### src/rtl/hsca_arith_pkg.sv
// Shared arithmetic definitions for the sequential multiplier and its bench.
//   MUL_WIDTH   : operand width supported by the cla16x16 datapath.
//   MUL_STEPS   : number of shift-add steps (one per multiplier bit).
//   MUL_CNT_W   : step-counter width, wide enough to hold 0..MUL_STEPS.
//   mul_state_e : FSM encoding. IDLE=0, RUN=1, DONE=2; code 3 is illegal.
package hsca_arith_pkg;

  localparam int MUL_WIDTH = 16;
  localparam int MUL_STEPS = 16;
  localparam int MUL_CNT_W = 5;

  typedef enum logic [1:0] {
    ST_IDLE = 2'd0,
    ST_RUN  = 2'd1,
    ST_DONE = 2'd2
  } mul_state_e;

endpackage

### src/rtl/cla16x16.sv
// 16-bit two-level carry-lookahead adder.
// Four 4-bit groups produce group generate/propagate; a second lookahead
// level forms the group carries, which then ripple-free feed each bit.
// Ports:
//   a, b : 16-bit addends
//   cin  : carry in
//   s    : 17-bit sum, s[16] is the carry out
module cla16x16 (
  input  logic [15:0] a,
  input  logic [15:0] b,
  input  logic        cin,
  output logic [16:0] s
);

  logic [15:0] g;
  logic [15:0] p;
  logic [3:0]  grp_g;
  logic [3:0]  grp_p;
  logic [4:0]  grp_c;
  logic [15:0] c;

  assign g = a & b;
  assign p = a ^ b;

  always_comb begin
    for (int k = 0; k < 4; k++) begin
      grp_g[k] = g[4*k+3]
               | (p[4*k+3] & g[4*k+2])
               | (p[4*k+3] & p[4*k+2] & g[4*k+1])
               | (p[4*k+3] & p[4*k+2] & p[4*k+1] & g[4*k]);
      grp_p[k] = &p[4*k +: 4];
    end
  end

  // Second-level lookahead: every group carry is a flat function of cin.
  always_comb begin
    grp_c[0] = cin;
    grp_c[1] = grp_g[0] | (grp_p[0] & cin);
    grp_c[2] = grp_g[1] | (grp_p[1] & grp_g[0]) | (grp_p[1] & grp_p[0] & cin);
    grp_c[3] = grp_g[2] | (grp_p[2] & grp_g[1]) | (grp_p[2] & grp_p[1] & grp_g[0])
             | (grp_p[2] & grp_p[1] & grp_p[0] & cin);
    grp_c[4] = grp_g[3] | (grp_p[3] & grp_g[2]) | (grp_p[3] & grp_p[2] & grp_g[1])
             | (grp_p[3] & grp_p[2] & grp_p[1] & grp_g[0])
             | (grp_p[3] & grp_p[2] & grp_p[1] & grp_p[0] & cin);
  end

  always_comb begin
    for (int k = 0; k < 4; k++) begin
      c[4*k]   = grp_c[k];
      c[4*k+1] = g[4*k] | (p[4*k] & grp_c[k]);
      c[4*k+2] = g[4*k+1] | (p[4*k+1] & g[4*k]) | (p[4*k+1] & p[4*k] & grp_c[k]);
      c[4*k+3] = g[4*k+2] | (p[4*k+2] & g[4*k+1]) | (p[4*k+2] & p[4*k+1] & g[4*k])
               | (p[4*k+2] & p[4*k+1] & p[4*k] & grp_c[k]);
    end
  end

  assign s = {grp_c[4], p ^ c};

endmodule

### src/rtl/seq_mul16_ctrl.sv
// Sequential 16x16 unsigned shift-add multiplier with valid/ready handshakes.
// One cla16x16 is reused for 16 RUN cycles; hi:lo is a combined accumulator /
// multiplier shift register, so out_p = {hi, lo} is the product in DONE.
// Ports:
//   clk, rst_n          : clock (rising edge), async active-low reset
//   in_valid/in_ready   : operand handshake; in_ready is high only in IDLE
//   in_a, in_b          : multiplicand, multiplier (sampled at accept only)
//   out_valid/out_ready : result handshake; out_valid is high only in DONE
//   out_p               : 32-bit product, register contents {hi, lo}
//   busy                : state != IDLE
// Configuration macro MUL_ZERO_BYPASS_EN: when defined, a zero operand skips
// RUN and goes straight to DONE with a zero product.
module seq_mul16_ctrl
  import hsca_arith_pkg::*;
#(
  parameter int WIDTH = MUL_WIDTH,
  parameter int CNT_W = MUL_CNT_W
) (
  input  logic               clk,
  input  logic               rst_n,
  input  logic               in_valid,
  output logic               in_ready,
  input  logic [WIDTH-1:0]   in_a,
  input  logic [WIDTH-1:0]   in_b,
  output logic               out_valid,
  input  logic               out_ready,
  output logic [2*WIDTH-1:0] out_p,
  output logic               busy
);

  if (WIDTH != MUL_WIDTH) begin : g_bad_width
    $error("seq_mul16_ctrl: WIDTH must be 16 to match cla16x16");
  end

  mul_state_e       state_q, state_d;
  logic [WIDTH-1:0] mcand_q, mcand_d;
  logic [WIDTH-1:0] hi_q, hi_d;
  logic [WIDTH-1:0] lo_q, lo_d;
  logic [CNT_W-1:0] cnt_q, cnt_d;

  logic [WIDTH-1:0] add_b;
  logic [WIDTH:0]   sum;

  // Partial product for this step: the multiplier bit currently at lo[0].
  assign add_b = lo_q[0] ? mcand_q : '0;

  cla16x16 u_cla (
    .a   (hi_q),
    .b   (add_b),
    .cin (1'b0),
    .s   (sum)
  );

  always_comb begin
    // NOTE: every output of this block gets a default first, so no path
    // through the case leaves a signal unassigned and no latch is inferred.
    state_d   = state_q;
    mcand_d   = mcand_q;
    hi_d      = hi_q;
    lo_d      = lo_q;
    cnt_d     = cnt_q;
    in_ready  = 1'b0;
    out_valid = 1'b0;

    case (state_q)
      ST_IDLE: begin
        in_ready = 1'b1;
        if (in_valid) begin
          mcand_d = in_a;
          hi_d    = '0;
          lo_d    = in_b;
          cnt_d   = '0;
          state_d = ST_RUN;
`ifdef MUL_ZERO_BYPASS_EN
          if ((in_a == '0) || (in_b == '0)) begin
            lo_d    = '0;
            state_d = ST_DONE;
          end
`endif
        end
      end
      ST_RUN: begin
        // Shift the 33-bit {carry, sum, lo} right by one: the adder carry
        // lands in hi[15] and the sum LSB becomes a finished product bit.
        hi_d  = sum[WIDTH:1];
        lo_d  = {sum[0], lo_q[WIDTH-1:1]};
        cnt_d = cnt_q + CNT_W'(1);
        if (cnt_q == CNT_W'(MUL_STEPS - 1)) begin
          state_d = ST_DONE;
        end
      end
      ST_DONE: begin
        out_valid = 1'b1;
        if (out_ready) begin
          state_d = ST_IDLE;
        end
      end
      default: state_d = ST_IDLE;
    endcase
  end

  // NOTE: sequential state uses non-blocking assignments so every flop
  // samples the pre-edge values regardless of statement order.
  always_ff @(posedge clk or negedge rst_n) begin
    if (!rst_n) begin
      state_q <= ST_IDLE;
      mcand_q <= '0;
      hi_q    <= '0;
      lo_q    <= '0;
      cnt_q   <= '0;
    end else begin
      state_q <= state_d;
      mcand_q <= mcand_d;
      hi_q    <= hi_d;
      lo_q    <= lo_d;
      cnt_q   <= cnt_d;
    end
  end

  assign out_p = {hi_q, lo_q};
  assign busy  = (state_q != ST_IDLE);

endmodule
### config.mk
export PLATFORM = sky130hd
export DESIGN_NAME = seq_mul16_ctrl
export DESIGN_NICKNAME = d
export VERILOG_FILES = /design/src/rtl/hsca_arith_pkg.sv /design/src/rtl/cla16x16.sv /design/src/rtl/seq_mul16_ctrl.sv
export SDC_FILE = /design/constraint.sdc
export NUM_CORES = 1
export LEC_CHECK = 0
export ABC_CLOCK_PERIOD_IN_PS = 3100
export BUFFER_PORTS_ARGS = -buffer_cell sky130_fd_sc_hd__buf_2
export CAP_MARGIN = 30
export CORE_MARGIN = 3
export CORE_UTILIZATION = 30
export DETAILED_ROUTE_END_ITERATION = 10
export GPL_ROUTABILITY_DRIVEN = 0
export PLACE_DENSITY = 0.57
export SLEW_MARGIN = 15
export SYNTH_ARGS = -nofsm -noshare
export SYNTH_HDL_FRONTEND = slang
export SYNTH_SLANG_ARGS = --single-unit
### constraint.sdc
create_clock -name clk -period 3.1 [get_ports clk]
set_clock_uncertainty 0.2 [all_clocks]
set_input_delay 0 -clock clk [delete_from_list [all_inputs] [get_ports clk]]
set_output_delay 0 -clock clk [all_outputs]
set_load 0.005 [all_outputs]
==> key figures <==
Worst setup path
  – CP delay by family, top: compound AO/OA/AOI/OAI gates
  – Worst path required time: 3.10 ns
  – Slowest stage delay, CP: 0.53 ns
  – Critical-path top delay cell: dfrtp_2
  – Critical path fanouts, max: 18
  – WP data arrival: 2.83 ns
  – Crit path kind: flip-flop to flip-flop
  – Worst r2r dst: hi_q[12]
  – WP buf/inv: 0
  – Crit. Startpoint: lo_q[0]
  – Crit-path cells: and2_1 > ha_1 > a21o_1 > a221oi_2 > o21a_4 > a21boi_1 > fa_1 > xnor2_1 > o21ai_0
  – CP endpoint kind: flip-flop
  – Crit. path cell count: 9
  – R2R Path Start: lo_q[0]
  – CP Launch Type: flip-flop
  – Worst r2r path cells: 9
  – R2r setup slk: 0.26 ns
  – Critical Path End: hi_q[12]

Synth
  – Post-synth top area share: 45.6%
  – Asr flop ratio synth: 100%
  – #FFs+latches synth: 55
  – Ys flop type: dfrtp_1
  – Syn Nets: 397
  – EDFF count, synth: 0
  – Syn Inst Count: 339
  – Top cell type by total area after synthesis: dfrtp_1
  – Post-synthesis cell area: 0.00302 mm2
  – Top cells by area, synth: dfrtp_1 (46%), nand2_1 (12%), ha_1 (7.5%)
  – Yosys warnings: 0
  – Post-synthesis cell type count: 38
  – Register area share after synthesis: 45.6%
  – Syn avg cell area: 8.89 um2

Detailed routing
  – DRT iter0 DRCs: 91
  – Final WL: 7.54 mm
  – Antenna-violating nets left: 0
  – Vias/cell: 4.67
  – DR vias: 2662
  – DRC: 0
  – Avg WL per Cell: 13.2 um
  – Router iterations before antenna repair: 4

Global routing
  – Grt total ovfl: 0
  – M2 GR Usage: 23.3%
  – Global-route wire length before repair: 12.9 mm
  – Vias in the first global route: 2625
  – Gr busiest metal: met2
  – Pin count of the biggest net entering global routing: 41
  – Antenna violations before repair: 0
  – Total track usage: 14.0%
  – Met1 usage: 18.9%
  – Met3 GRT Util: 1.94%

Timing
  – Number of endpoints failing setup at the final stage: 0
  – Slew at the pin closest to its max-slew limit: 0.808 ns
  – Final min period: 2.84 ns
  – Final Hold Fails: 0
  – Slew margin rel.: 46.0%
  – RSZ-0062 raised after global routing: no
  – Crit share post-route: 91.6%
  – Max Freq: 352 MHz
  – Setup TNS: 0 ns
  – Final Max Tran Viols: 0

Power
  – Reg power frac: 34.1%
  – Int Pwr: 2.24 mW
  – Clk pwr share: 10.4%
  – P per Cell Area: 1000 mW/mm2
  – Lkg Pwr: 1.92 nW
  – Combinational power share: 55.5%
  – Total power: 3.98 mW
  – Net switching power: 1.74 mW
  – IR drop worst, VDD: 0.347 mV
  – Sw Share: 43.7%

CTS
  – Clock-pin slew on the worst setup and hold paths: 0.11 ns
  – Longest Clk Path Bufs: 2
  – CTS root buf: clkbuf_8
  – CTS HTree Levels: 2
  – Total CTS buffers: 5
  – Post-CTS setup buffer count: 0
  – Worst-Skew Late Latency: 0.31 ns
  – CTS sink count: 55
  – CTS tree: done

Floorplan
  – Die Y-Extent: 106 um
  – Die W: 106 um
  – Initial Util: 31.7%
  – Die ar.: 0.0113 mm2
  – Core Region: 0.00950 mm2
  – I/O Pins: 71
  – Row cnt: 35

Cells and area
  – Fill cells: 967
  – Nets: 498
  – Synth-to-Final Area Change: 31.2%
  – Final Cell Area: 0.00396 mm2
  – Share of layout cells above drive strength 1: 21.1%
  – Fin cells: 570
  – Antenna cells: 0

Worst hold path
  – Worst Hold Class: input port to asynchronous set/reset pin

Placed design
  – DPL Wire Length: 5.25 mm
  – Placed cells: 528
  – DP Area: 0.00352 mm2
  – Port Buf Inserts: 70

Outcome
  – Status: finished, final reports clean

Job
  – Maxcap violations: 0
==> how the worst min path moves through the flow <==
stage	startpoint	endpoint	slack, ns	depth (start not counted)
final	rst_n	cnt_q[1]	0.10	2
after global routing	in_valid	mcand_q[0]	0.14	5
after CTS	in_valid	mcand_q[11]	0.11	5
after detailed placement	rst_n	hi_q[2]	-0.06	1
after global placement	rst_n	hi_q[2]	-0.06	1
after floorplan	rst_n	cnt_q[0]	-0.50	0
==> state kept, by name, summed over array words and instances, names as in the netlist <==
register / flops
hi_q: 16
lo_q: 16
mcand_q: 16
cnt_q: 5
state_q: 2
==> per-stage QoR <==
step                      hold slack [ns]  utilization, %  worst slack (ns)
after floorplan                    -0.496               -             0.466
after global placement            -0.0598            36.8             0.263
after detailed placement          -0.0630            37.1             0.185
after CTS                           0.110            41.6             0.163
after global routing                0.137            41.6            0.0498
final                               0.101            41.6             0.262
==> Yosys cell counts (2+ instances only) <==
cell type / count
a21o_1: 5
nor2b_1: 2
o21ai_0: 24
nand2b_1: 2
a31oi_1: 18
xnor2_1: 5
xor2_1: 4
clkbuf_1: 13
fa_1: 4
a22oi_1: 2
dfrtp_1: 55
and2_1: 18
a311oi_4: 2
a21oi_1: 4
a211oi_1: 2
inv_1: 9
ha_1: 18
nor2_1: 23
nand3_1: 12
buf_2: 2
nand2_1: 98
==> worst reg2reg max path, cell delays in order (launching register included) <==
cell and delay, ns:
dfrtp_2 0.53, and2_1 0.19, ha_1 0.34, a21o_1 0.19, a221oi_2 0.32, o21a_4 0.21, a21boi_1 0.10, fa_1 0.40
xnor2_1 0.15, o21ai_0 0.09
==> power by group through the flow <==
| stage | Combinational (mW) | Clock [mW] | Sequential, mW |
|---|---|---|---|
| after floorplan | 1.56 | 0 | 1.32 |
| after global placement | 2.10 | 0 | 1.37 |
| after detailed placement | 2.17 | 0 | 1.37 |
| after CTS | 2.23 | 0.434 | 1.36 |
| after global routing | 2.52 | 0.460 | 1.41 |
| final | 2.21 | 0.412 | 1.36 |
==> area by class of cell <==
cell class / count / area (um2) / area share [%]
clock buffers: 5 / 68.8 / 1.74
flip-flops and latches: 55 / 1380 / 34.8
clock inverters: 3 / 25.0 / 0.633
repair buffers: 111 / 756 / 19.1
multi-input cells: 257 / 1530 / 38.7
inverters: 10 / 37.5 / 0.949
well taps: 129 / 161 / 4.08
==> layout by cell type, fill, tap and decap left out, types with 4 or more instances in the layout <==
| master | instances |
|---|---|
| o21ai_0 | 24 |
| nand2_1 | 98 |
| clkbuf_8 | 5 |
| nor2_1 | 23 |
| and2_1 | 18 |
| xnor2_1 | 5 |
| ha_1 | 18 |
| buf_4 | 6 |
| dfrtp_1 | 54 |
| fa_1 | 4 |
| a21o_1 | 5 |
| xor2_1 | 4 |
| buf_2 | 70 |
| inv_1 | 9 |
| a21oi_1 | 4 |
| dlygate4sd3_1 | 34 |
| a31oi_1 | 18 |
| nand3_1 | 12 |
==> what timing repair did <==
action                                 4_1_cts  5_1_grt
gates resized for setup                      0        1
hold buffers                                34        0
setup endpoints to repair                    0        1
endpoints found under the hold margin       68        0
==> kinds of logic (layout without fill, tap and decap cells) <==
kind of cell / Yosys count / in the layout / share of synthesized area (%)
adders and majority gates: 22 / 22 / 10.1
DFF: 55 / 55 / 45.6
buffers and inverters: 27 / 129 / 3.69
and+or+nand+nor: 158 / 158 / 22.2
xor gates and xnor gates: 9 / 9 / 2.61
AOI/OAI and AO/OA: 68 / 68 / 15.7
==> metal layers <==
metal  vias to the layer above  routed length (um)  part of all wire, %
met4                         0                 101                  1.3
met5                         -                   0                    0
met1                      1251                3500                   46
met3                         9                 289                  3.8
met2                        63                3650                   48
li1                       1339                   -                    -
Power figures use the tool's default switching activity.
